### src/rtl/mmu_pkg.sv
`default_nettype none
// +----------------------------------------------------------------------+
// | mmu_pkg : shared FSM state encoding and default operand geometry      |
// | Rev 1.0                                                               |
// +----------------------------------------------------------------------+
package mmu_pkg;

    localparam int DEFAULT_WIDTH  = 8;
    localparam int DEFAULT_LENGTH = 3;

    typedef enum logic [2:0] {
        ST_IDLE  = 3'd0,
        ST_CLEAR = 3'd1,
        ST_FEED  = 3'd2,
        ST_DRAIN = 3'd3,
        ST_DONE  = 3'd4
    } mmu_state_t;

endpackage
`default_nettype wire

### src/rtl/mmu_skew_mux.sv
`default_nettype none
// +----------------------------------------------------------------------+
// | mmu_skew_mux : picks the diagonal element of one operand bank for a   |
// | feed step (lane r gets index k = step - r - 1). Rev 1.0               |
// +----------------------------------------------------------------------+
module mmu_skew_mux
    import mmu_pkg::*;
#(
    parameter int WIDTH     = DEFAULT_WIDTH,
    parameter int LENGTH    = DEFAULT_LENGTH,
    parameter int STEP_W    = $clog2(2 * DEFAULT_LENGTH),
    parameter bit TRANSPOSE = 1'b0
) (
    input  logic [STEP_W-1:0] step,
    input  logic [WIDTH-1:0]  mat   [0:LENGTH-1][0:LENGTH-1],
    output logic [WIDTH-1:0]  lanes [0:LENGTH-1]
);

    // A lanes walk along a row, B lanes walk down a column.
    always_comb begin
        for (int r = 0; r < LENGTH; r++) begin
            lanes[r] = '0;
            for (int k = 0; k < LENGTH; k++) begin
                if (int'(step) == r + k + 1) begin
                    lanes[r] = TRANSPOSE ? mat[k][r] : mat[r][k];
                end
            end
        end
    end

endmodule
`default_nettype wire

### src/rtl/mmu_feed_controller.sv
`default_nettype none
// +----------------------------------------------------------------------+
// | mmu_feed_controller : operand buffers and skewed feed sequencer for a |
// | LENGTH x LENGTH systolic array. Option macro: MMU_FEED_AUTO_CLEAR_EN  |
// | Rev 1.0                                                               |
// +----------------------------------------------------------------------+
module mmu_feed_controller
    import mmu_pkg::*;
#(
    parameter int WIDTH  = DEFAULT_WIDTH,
    parameter int LENGTH = DEFAULT_LENGTH
) (
    input  logic                       CLK,
    input  logic                       ASYNC_RST,
    input  logic                       start,
    input  logic                       load_en,
    input  logic                       load_sel,
    input  logic [$clog2(LENGTH)-1:0]  load_row,
    input  logic [$clog2(LENGTH)-1:0]  load_col,
    input  logic [WIDTH-1:0]           load_data,
    output logic                       load_ready,
    output logic                       busy,
    output logic                       done,
    output logic                       mmu_en,
    output logic                       mmu_sync_rst,
    output logic [WIDTH-1:0]           mmu_inputs  [0:LENGTH-1],
    output logic [WIDTH-1:0]           mmu_weights [0:LENGTH-1]
);

    localparam int                STEP_W     = $clog2(2 * LENGTH);
    localparam logic [STEP_W-1:0] FEED_LAST  = STEP_W'(2 * LENGTH - 1);
    localparam logic [STEP_W-1:0] DRAIN_LAST = STEP_W'(LENGTH);

    mmu_state_t        state, next_state;
    logic [STEP_W-1:0] step, next_step;
    logic [WIDTH-1:0]  a_buf  [0:LENGTH-1][0:LENGTH-1];
    logic [WIDTH-1:0]  b_buf  [0:LENGTH-1][0:LENGTH-1];
    logic [WIDTH-1:0]  a_next [0:LENGTH-1][0:LENGTH-1];
    logic [WIDTH-1:0]  b_next [0:LENGTH-1][0:LENGTH-1];
    logic [WIDTH-1:0]  a_lanes [0:LENGTH-1];
    logic [WIDTH-1:0]  b_lanes [0:LENGTH-1];
    logic              accept_load;

    assign accept_load = load_en && (state == ST_IDLE);

    // The skew muxes see the post-write buffers so a load coinciding with
    // start already feeds its new value on the first step.
    always_comb begin
        a_next = a_buf;
        b_next = b_buf;
        if (accept_load && (int'(load_row) < LENGTH) && (int'(load_col) < LENGTH)) begin
            if (load_sel) b_next[load_row][load_col] = load_data;
            else          a_next[load_row][load_col] = load_data;
        end
    end

    always_comb begin
        next_state = state;
        next_step  = step;
        case (state)
            ST_IDLE: begin
                next_step = '0;
                if (start) begin
`ifdef MMU_FEED_AUTO_CLEAR_EN
                    next_state = ST_CLEAR;
`else
                    next_state = ST_FEED;
                    next_step  = STEP_W'(1);
`endif
                end
            end
            ST_CLEAR: begin
                next_state = ST_FEED;
                next_step  = STEP_W'(1);
            end
            ST_FEED: begin
                if (step == FEED_LAST) begin
                    next_state = ST_DRAIN;
                    next_step  = STEP_W'(1);
                end else begin
                    next_step = step + STEP_W'(1);
                end
            end
            ST_DRAIN: begin
                if (step == DRAIN_LAST) begin
                    next_state = ST_DONE;
                    next_step  = '0;
                end else begin
                    next_step = step + STEP_W'(1);
                end
            end
            ST_DONE: begin
                next_state = ST_IDLE;
                next_step  = '0;
            end
            default: begin
                next_state = ST_IDLE;
                next_step  = '0;
            end
        endcase
    end

    mmu_skew_mux #(
        .WIDTH(WIDTH), .LENGTH(LENGTH), .STEP_W(STEP_W), .TRANSPOSE(1'b0)
    ) u_skew_a (
        .step(next_step), .mat(a_next), .lanes(a_lanes)
    );

    mmu_skew_mux #(
        .WIDTH(WIDTH), .LENGTH(LENGTH), .STEP_W(STEP_W), .TRANSPOSE(1'b1)
    ) u_skew_b (
        .step(next_step), .mat(b_next), .lanes(b_lanes)
    );

    // Outputs are registered from the next-state view so they line up with state.
    always_ff @(posedge CLK or negedge ASYNC_RST) begin
        if (!ASYNC_RST) begin
            state      <= ST_IDLE;
            step       <= '0;
            busy       <= 1'b0;
            done       <= 1'b0;
            mmu_en     <= 1'b0;
            load_ready <= 1'b1;
            for (int r = 0; r < LENGTH; r++) begin
                mmu_inputs[r]  <= '0;
                mmu_weights[r] <= '0;
                for (int c = 0; c < LENGTH; c++) begin
                    a_buf[r][c] <= '0;
                    b_buf[r][c] <= '0;
                end
            end
        end else begin
            state      <= next_state;
            step       <= next_step;
            a_buf      <= a_next;
            b_buf      <= b_next;
            busy       <= (next_state != ST_IDLE);
            done       <= (next_state == ST_DONE);
            mmu_en     <= (next_state == ST_FEED) || (next_state == ST_DRAIN);
            load_ready <= (next_state == ST_IDLE);
            for (int r = 0; r < LENGTH; r++) begin
                mmu_inputs[r]  <= (next_state == ST_FEED) ? a_lanes[r] : '0;
                mmu_weights[r] <= (next_state == ST_FEED) ? b_lanes[r] : '0;
            end
        end
    end

`ifdef MMU_FEED_AUTO_CLEAR_EN
    always_ff @(posedge CLK or negedge ASYNC_RST) begin
        if (!ASYNC_RST) mmu_sync_rst <= 1'b0;
        else            mmu_sync_rst <= (next_state == ST_CLEAR);
    end
`else
    assign mmu_sync_rst = 1'b0;
`endif

endmodule
`default_nettype wire

### config.mk
export PLATFORM = sky130hd
export DESIGN_NAME = mmu_feed_controller
export DESIGN_NICKNAME = d
export VERILOG_FILES = /design/src/rtl/mmu_pkg.sv /design/src/rtl/mmu_skew_mux.sv /design/src/rtl/mmu_feed_controller.sv
export SDC_FILE = /design/constraint.sdc
export NUM_CORES = 1
export LEC_CHECK = 0
export CAP_MARGIN = 10
export CORE_AREA = 8 8 127 129
export DETAILED_ROUTE_END_ITERATION = 6
export DIE_AREA = 0 0 135 137
export PLACE_DENSITY = 0.81
export SLEW_MARGIN = 20
export SYNTH_ARGS = -nofsm -noshare
export SYNTH_HDL_FRONTEND = slang
export SYNTH_SLANG_ARGS = --single-unit
### constraint.sdc
create_clock -name CLK -period 7.8 [get_ports CLK]
set_clock_uncertainty 0.1 [all_clocks]
set_input_delay 1.56 -clock CLK [delete_from_list [all_inputs] [get_ports CLK]]
set_output_delay 1.56 -clock CLK [all_outputs]
set_load 0.01 [all_outputs]
# After elaboration in Yosys (flattened, before gate mapping)
# Cells that the tools add are included.
# Widths: inputs -> output; s select.
# op_classes
n_eq_ne,13
n_lt_le_gt_ge,6
n_addsub,1
n_reduce_logical,9
mux,42
bitwise_logic,2
# ops
operator,n
$mux 72,4
$mux 8,25
$bwmux 72,2
$demux 24 s2,1
$mux 24,1
$pmux 3 s4,2
$eq 3x2->1 const B,6
$eq 3x3->1 const B,6
$demux 8 s2,1
$mux 3,5
$ge 3x3->1 const B,2
$logic_not 3->1,2
$lt 3x1->1 const B,2
$not 2->3,2
$logic_and 1x1->1,5
$lt 2x2->1 const B,2
$add 3x1->3 const B,1
$eq 3x1->1 const B,1
$reduce_bool 3->1,1
$logic_or 1x1->1,1
$mux 1,1
# word_totals
out_inout_bits,53
reg_bits,202
wordCells,103
input_bits,17

# Logic depth before layout (Yosys ltp)
# Gate-level depths: netlist of the first run.
# depth
word_depth,14
ltp_mapped,9
ltp_nobuf,8

# Modules after synthesis
# A second synthesis of the first run with hierarchy kept.
# hier_totals
cells_unflattened,625
area_unflattened_um2,8833.5
# by_module_without_submodules
mod,n_inst,seq_area_each_um2,cells_per_inst,area_per_inst_um2
mmu_feed_controller,1,5056.1,485,7639.8
mmu_skew_mux,2,0.0,70,596.8

# Least setup slack after synthesis of the first run
# No wires, ideal clock.
# synth_timing
kind,input to register
from,in load_row[0]
to,reg mmu_inputs[7] (netlist name)
path_buffers,1
t_required_ps,7581
path_stages,6
setup_time_ps,119
setup_slack_ps,4158
arrival_ps,3423
cell_sequence,or4_4 > buf_6 > nor3b_2 > mux2_2 > a32oi_1 > a21bo_2
# synth_lines
element,line_no,text
from (decl),mmu_feed_controller.sv:18,"input logic [$clog2(LENGTH)-1:0] load_row,"
"to (signal, indexed assignment)",mmu_feed_controller.sv:142,mmu_inputs[r] <= (next_state == ST_FEED) ? a_lanes[r] : '0;
to (decl),mmu_feed_controller.sv:26,"output logic [WIDTH-1:0] mmu_inputs [0:LENGTH-1],"

# Worst setup path in the final report of the first run
# layout_timing
from,in start
to,reg mmu_weights[6] (netlist name)
# layout_via
elab_chain_len,7
word_cells_on_any_way,12
# layout_lines
element,line_no,text
from (decl),mmu_feed_controller.sv:15,"input logic start,"
$mux 1,mmu_feed_controller.sv:63,if (start) begin
$pmux 3 s4,mmu_feed_controller.sv:60,case (state)
$eq 3x3->1,mmu_skew_mux.sv:24,if (int'(step) == r + k + 1) begin
$mux 8 (3 in a row),mmu_skew_mux.sv:24,
$mux 8 *,mmu_feed_controller.sv:143,mmu_weights[r] <= (next_state == ST_FEED) ? b_lanes[r] : '0;
"to (signal, indexed assignment)",mmu_feed_controller.sv:143,
to (decl),mmu_feed_controller.sv:27,output logic [WIDTH-1:0] mmu_weights [0:LENGTH-1]
# Mark *: on every way between the ends. The rest lies on a longest branch, timed or not.

==> impl_metrics.tcl, run 1 <==
set metrics [dict create \
    async_flop_share_pct 100 \
    synthSimpleGateAreaFrac_pct 6.17 \
    ys_warn_count 0 \
    n_fill_cell 979 \
    port_buffers 68 \
    setup_viol_count_final 0 \
    totalWireLength_um 18700 \
    place.gp.congestion 0.789 \
    cp.required_ns 8.06 \
    grt_start_max_net_pins 112 \
    vias 5203 \
    post_cts_buffers 0 \
    synth.distinct_cells 53 \
    antenna_found_initial 0 \
    cts_hold_buf 0 \
    cts_buffers 21 \
    grt_pass1_vias 5451 \
    start_util_pct 58.7 \
    post_drt_wl_per_cell_um 21.9 \
    pre_cts_ws_ns 3.27 \
    slew_headroom_pct 17.0 \
    rsz0062_at_grt "no" \
    h-tree-depth 1 \
    synth_nets 613 \
    synth-edff-count 0 \
    insertion_delay_ns 0.48 \
    track_usage_pct 20.5 \
    worstMarginPinSlew_ns 1.24 \
    ant_nets 0 \
    start_kind "input port" \
    p_leak_nw 4.76 \
    syn_inst 592 \
    ctsLongestPathBuffers 3 \
    crit_type "input port to flop" \
    area_growth_pct 17.1 \
    drt-initial-drc-count 361 \
    tns_ns 0 \
    clk_pin_slew_ns 0.06 \
    crit_fanout 9 \
    maxSlewViolCount 0 \
    status "complete, no violations" \
    dieHeight_um 137 \
    critPathCaptureType "flop" \
    synth_compound_area_share_pct 9.02 \
    ys.flop_type "dfrtp_1" \
    met3_usage_pct 3.38 \
    synth_xor_area_share_pct 0 \
    grt_overflow_total 0 \
    core_mm2 0.0142 \
    gr-usage-met2_pct 34.4 \
    met1_usage_pct 26.9 \
    synth.avg_cell_area_um2 14.1 \
    setup_ws_ns 3.64 \
    muxShareOfSynthArea_pct 21.3 \
    hold_path_class "flop to flop" \
    fmax_ghz 0.241 \
    drt_first_pass_iters 5 \
    via_per_inst 6.09 \
    ys_seq_elements 202 \
    yosysSeqAreaShare_pct 60.7 \
    cts_tree "done" \
    finalNetCount 679 \
    drv_cap 0 \
    synth_top_area_share_pct 60.3 \
    worstPathArrival_ns 4.42 \
    synth_fa_ha_area_share_pct 0.600 \
    diodes 0 \
    power.density_mw_per_mm2 340 \
    ys_top_cells_by_area "dfrtp_1 60%, mux2_2 17%, mux2i_1 2.5%" \
    peakVddDrop_mv 0.179 \
    remaining_drc_errors 0 \
    cts_root_buf "clkbuf_16" \
    cts_resized 0 \
    period_share_pct 53.3 \
    place_hpwl_um 12000 \
    grt_busiest_layer "met2" \
    fin_crit_ns 4.16 \
    pin_count 70 \
    dieWidth_um 135 \
    synth_top_family_by_area "multiplexers" \
    finalHoldViolations 0 \
    dieArea_mm2 0.0185 \
    synthesis.area_mm2 0.00834 \
    cts_sinks 202 \
    layout-drive-gt1-share_pct 27.3 \
    grt_pass1_wl_um 29900 \
    num_rows 44 \
    synth.largest_area_cell "dfrtp_1" \
]
## area by class of cell
| class | count | area [µm²] | share of cell area (%) |
|---|---|---|---|
| clock buffers | 31 | 583 | 5.98 |
| well taps | 184 | 230 | 2.36 |
| flip-flops and latches | 202 | 5060 | 51.8 |
| inverters | 13 | 48.8 | 0.500 |
| multi-input cells | 348 | 3100 | 31.8 |
| repair buffers | 72 | 718 | 7.36 |
| clock inverters | 4 | 22.5 | 0.231 |
## sequential cells by signal, indices dropped and copies added, names as in the netlist
register     cells
a_buf           72
b_buf           72
busy             1
done             1
load_ready       1
mmu_en           1
mmu_inputs      24
mmu_weights     24
state            3
step             3
## routing by layer
metal  vias up  part of all wire [%]
met2       186                    50
met1      2669                    41
met4         0                   2.3
met3        41                   5.9
li1       2307                     -
met5         -                     0
## placed cells by master (no fill, tap or decap), types with 3 or more instances in the layout
master	netlist	routed
o21a_1	3	3
nor3_1	3	3
nand3_1	12	12
o21ai_0	10	10
clkbuf_1	20	8
o21ai_1	3	3
nand2_1	23	23
dfrtp_1	201	201
o211ai_1	3	3
clkdlybuf4s50_1	0	67
a21oi_1	13	13
clkinv_2	0	3
nor3b_1	3	3
nor3b_2	3	3
clkbuf_8	0	3
mux2_2	128	128
mux2i_1	21	21
inv_1	13	13
buf_4	1	3
and2_1	3	3
clkbuf_16	0	21
mux2_4	8	8
and3_1	9	9
a211oi_1	4	4
a21boi_0	6	6
nand4_1	5	5
o22ai_1	16	16
o2bb2ai_1	24	24
a221o_1	7	7
a211o_1	4	4
nor2_1	5	5
ha_1	4	4
## final timing paths
check                      startpoint             end  slack, ns  cells after the start
min in group asynchronous   ASYNC_RST  mmu_inputs[22]       1.09                      1
max in group asynchronous   ASYNC_RST        b_buf[7]       5.17                      2
setup / recovery                start  mmu_weights[6]       3.64                      6
hold reg to reg             b_buf[35]       b_buf[35]       0.36                      2
setup reg to reg              step[0]  mmu_weights[6]       4.00                      7
hold / removal              b_buf[35]       b_buf[35]       0.36                      2
## cells by family after synthesis
logic type,Yosys count
flip-flops,202
multiplexers,157
AO/OA/AOI/OAI,103
AND/OR/NAND/NOR,83
buffers and inverters,42
adder cells (fa/ha/maj),4
other,1
## metrics by stage
step / power [mW] / hold WS, ns / utilization [%] / area (µm²) / std cells
floorplan: 2.01 / 0.333 / - / 8340 / 592
detailed placement: 2.43 / 0.350 / 64.4 / 9150 / 819
CTS: 3.32 / 0.363 / 68.7 / 9750 / 854
finish: 3.32 / 0.361 / 68.7 / 9760 / 854
global placement: 2.38 / 0.345 / 64.4 / 9150 / 819
global route: 3.47 / 0.404 / 68.7 / 9760 / 854
## power breakdown
part	total [mW]	internal [mW]	switching, mW
Sequential	1.31	1.23	0.0824
Clock	0.891	0.515	0.376
Combinational	1.11	0.434	0.678
Total	3.32	2.18	1.14
## synthesized netlist by cell type (all sizes together) (2+ instances only)
| master | instances |
|---|---|
| o21a | 3 |
| nor4 | 3 |
| a21oi | 13 |
| nand4 | 5 |
| a211o | 4 |
| and2 | 3 |
| buf | 9 |
| ha | 4 |
| nand2 | 23 |
| mux2i | 21 |
| o2bb2ai | 24 |
| clkbuf | 20 |
| a21boi | 6 |
| dfrtp | 201 |
| nor2b | 2 |
| or2b | 2 |
| and3b | 2 |
| o211ai | 3 |
| o211a | 2 |
| a211oi | 4 |
| nor3b | 6 |
| inv | 13 |
| nor2 | 5 |
| a221o | 7 |
| mux2 | 136 |
| a311oi | 2 |
| o21ai | 13 |
| nand3 | 12 |
| a21o | 2 |
| and3 | 9 |
| o22ai | 16 |
| nor3 | 5 |
## worst max-delay path, cell delays in order
cell             delay [ns]
clkdlybuf4s50_1        0.49
o21bai_1               0.12
o211a_1                0.23
nor3_1                 0.99
o21ai_1                0.59
o2bb2ai_1              0.43
No activity file was read; power rests on OpenSTA's default activity.
==> run 2: changes to the inputs <==
- CORE_AREA: 8 8 127 129 -> 8 8 136 138
- DIE_AREA: 0 0 135 137 -> 0 0 144 146
- PLACE_DENSITY: 0.81 -> 0.75
- clock period: 7.8 -> 3.7 ns (I/O delays scaled with it)
==> run 2 against run 1 <==
Compared with the run above: core utilization decreased by 7.6 points; worst hold slack lost 0.20 ns; register-to-register slack worse by 3.6 ns; non-clock buffer count grew 16; die area increased by 14%; sequential power up 110%; critical path depth up 1; critical endpoint is now mmu_weights[4]; first-iteration DRC count is 17% higher; global-route usage down 2.4 points; sequential cell count stayed put; combinational power grew 120%; clock power is 120% higher.
==> impl_metrics.tcl, run 2 (synthesis gave the netlist of run 1 again) <==
set metrics [dict create \
    switching_share_pct 34.1 \
    dieHeight_um 146 \
    route.met2.wl_um 9600 \
    period_share_pct 90.3 \
    clkPwrFrac_pct 27.4 \
    status "complete, no violations" \
    cts_resized 0 \
    fin_hold_ws_ns 0.162 \
    core_mm2 0.0163 \
    highest_layer "met4" \
    drt_first_pass_iters 4 \
    cts_root_buf "clkbuf_16" \
    cts_tree "done" \
    place_hpwl_um 12100 \
    place.gp.congestion 0.805 \
    port_buffers 68 \
    area_growth_pct 19.5 \
    power_frac_comb_pct 33.8 \
    finalHoldViolations 0 \
    ctsLongestPathBuffers 3 \
    insertion_delay_ns 0.48 \
    h-tree-depth 1 \
    layout_commonest_cell "dfrtp_1" \
    dieArea_mm2 0.0210 \
    layout-drive-gt1-share_pct 29.4 \
    cp_slowest_cell "nor3_1" \
    top_regs "a_buf: 72 flops, b_buf: 72 flops" \
    via_per_inst 5.70 \
    grt_pass1_wl_um 30300 \
    grt_overflow_total 0 \
    start_kind "flop" \
    num_rows 47 \
    fin_crit_ns 3.34 \
    wl_met1_um 7950 \
    critPathLaunch "step[0]" \
    final_cell_mix "201 x dfrtp_1, 128 x mux2_2, 67 x clkdlybuf4s50_1" \
    clk_pin_slew_ns 0.06 \
    p_int_mw 4.67 \
    worstPathArrival_ns 3.64 \
    critPathCaptureType "flop" \
    cts_buffers 21 \
    drt-initial-drc-count 423 \
    slowest_delay_ns 0.78 \
    post_drt_wl_per_cell_um 20.7 \
    cts_sinks 202 \
    totalWireLength_um 18800 \
    setup_viol_count_final 0 \
    start_util_pct 51.2 \
    vias 5172 \
    track_usage_pct 18.1 \
    hold_path_class "input port to async pin" \
    peakVddDrop_mv 0.329 \
    diodes 0 \
    path_common_cell "ha_1" \
    ant_nets 0 \
    power.density_mw_per_mm2 712 \
    net-switching-power_mw 2.42 \
    p_leak_nw 4.86 \
    grt_start_max_net_pins 75 \
    pin_count 70 \
    worstMarginPinSlew_ns 0.948 \
    cts_hold_buf 0 \
    maxSlewViolCount 0 \
    tns_ns 0 \
    finalNetCount 695 \
    rsz0062_at_grt "no" \
    worstReg2RegStart "step[0]" \
    fmax_ghz 0.299 \
    crit_fanout 9 \
    dieWidth_um 144 \
    cp.required_ns 3.99 \
    drv_cap 0 \
    slew_headroom_pct 36.3 \
    path_cells "ha_1 > ha_1 > or3b_2 > o211a_1 > nor3_1 > o21ai_1 > o2bb2ai_1" \
    wl_met3_um 721 \
    antenna_found_initial 0 \
    post_cts_buffers 0 \
    grt_pass1_vias 5632 \
    crit_type "flop to flop" \
    seqPwrFrac_pct 38.8 \
    remaining_drc_errors 0 \
]
## run 2: cell types whose count changed in the layout (fill, tap and decap cells not counted), sizes merged
cell,previous run,this run
buf,4,20
clkbuf,32,33
clkinv,3,4
## run 2: path summary, 6_finish.rpt
kind                                  endpoint  slack, ns  cells past startpoint
worst max-delay path            mmu_weights[4]       0.36                      7
worst min-delay path            mmu_inputs[19]       0.16                      1
worst max register to register  mmu_weights[4]       0.36                      7
worst min register to register       b_buf[32]       0.36                      2
max in group asynchronous             a_buf[9]       2.45                      2
min in group CLK                     b_buf[32]       0.36                      2
## run 2: critical path, delay by kind of cell (launching register included)
family,cells,cell delay [ns]
adders and majority gates,2,0.48
DFF,1,0.41
AOI/OAI and AO/OA,3,0.98
and+or+nand+nor,2,1.29
## run 2: stage by stage
stage / std cells / area [µm²] / total power [mW] / util [%] / setup WS (ns)
final: 908 / 9960 / 7.09 / 61.1 / 0.358
after global routing: 908 / 9960 / 7.46 / 61.1 / 0.147
after CTS: 908 / 9960 / 7.14 / 61.1 / 0.423
after detailed placement: 871 / 9330 / 5.17 / 57.2 / 0.375
after global placement: 871 / 9330 / 5.08 / 57.2 / 0.450
after floorplan: 592 / 8340 / 4.23 / - / 0.878
## run 2: power groups by stage
stage               Clock (mW)  Sequential (mW)  Combinational, mW
floorplan                    0             2.81               1.42
global route              2.09             2.79               2.58
global placement             0             2.77               2.31
finish                    1.94             2.75               2.39
detailed placement           0             2.79               2.37
CTS                       1.99             2.76               2.40
## run 2: routing by layer
layer | vias to the layer above | GRT usage (%)
li1 | 2336 | -
met1 | 2706 | 23.0
met2 | 102 | 30.8
met3 | 28 | 2.40
met4 | 0 | 6.84
met5 | - | 0
## run 2: final cells by class
cell class | count | area, µm²
fill | 1213 | 6330
sequential | 202 | 5060
multi-input combinational | 348 | 3100
timing repair buffer | 88 | 847
clock buffer | 32 | 607
tap | 220 | 275
inverter | 13 | 48.8
clock inverter | 5 | 27.5
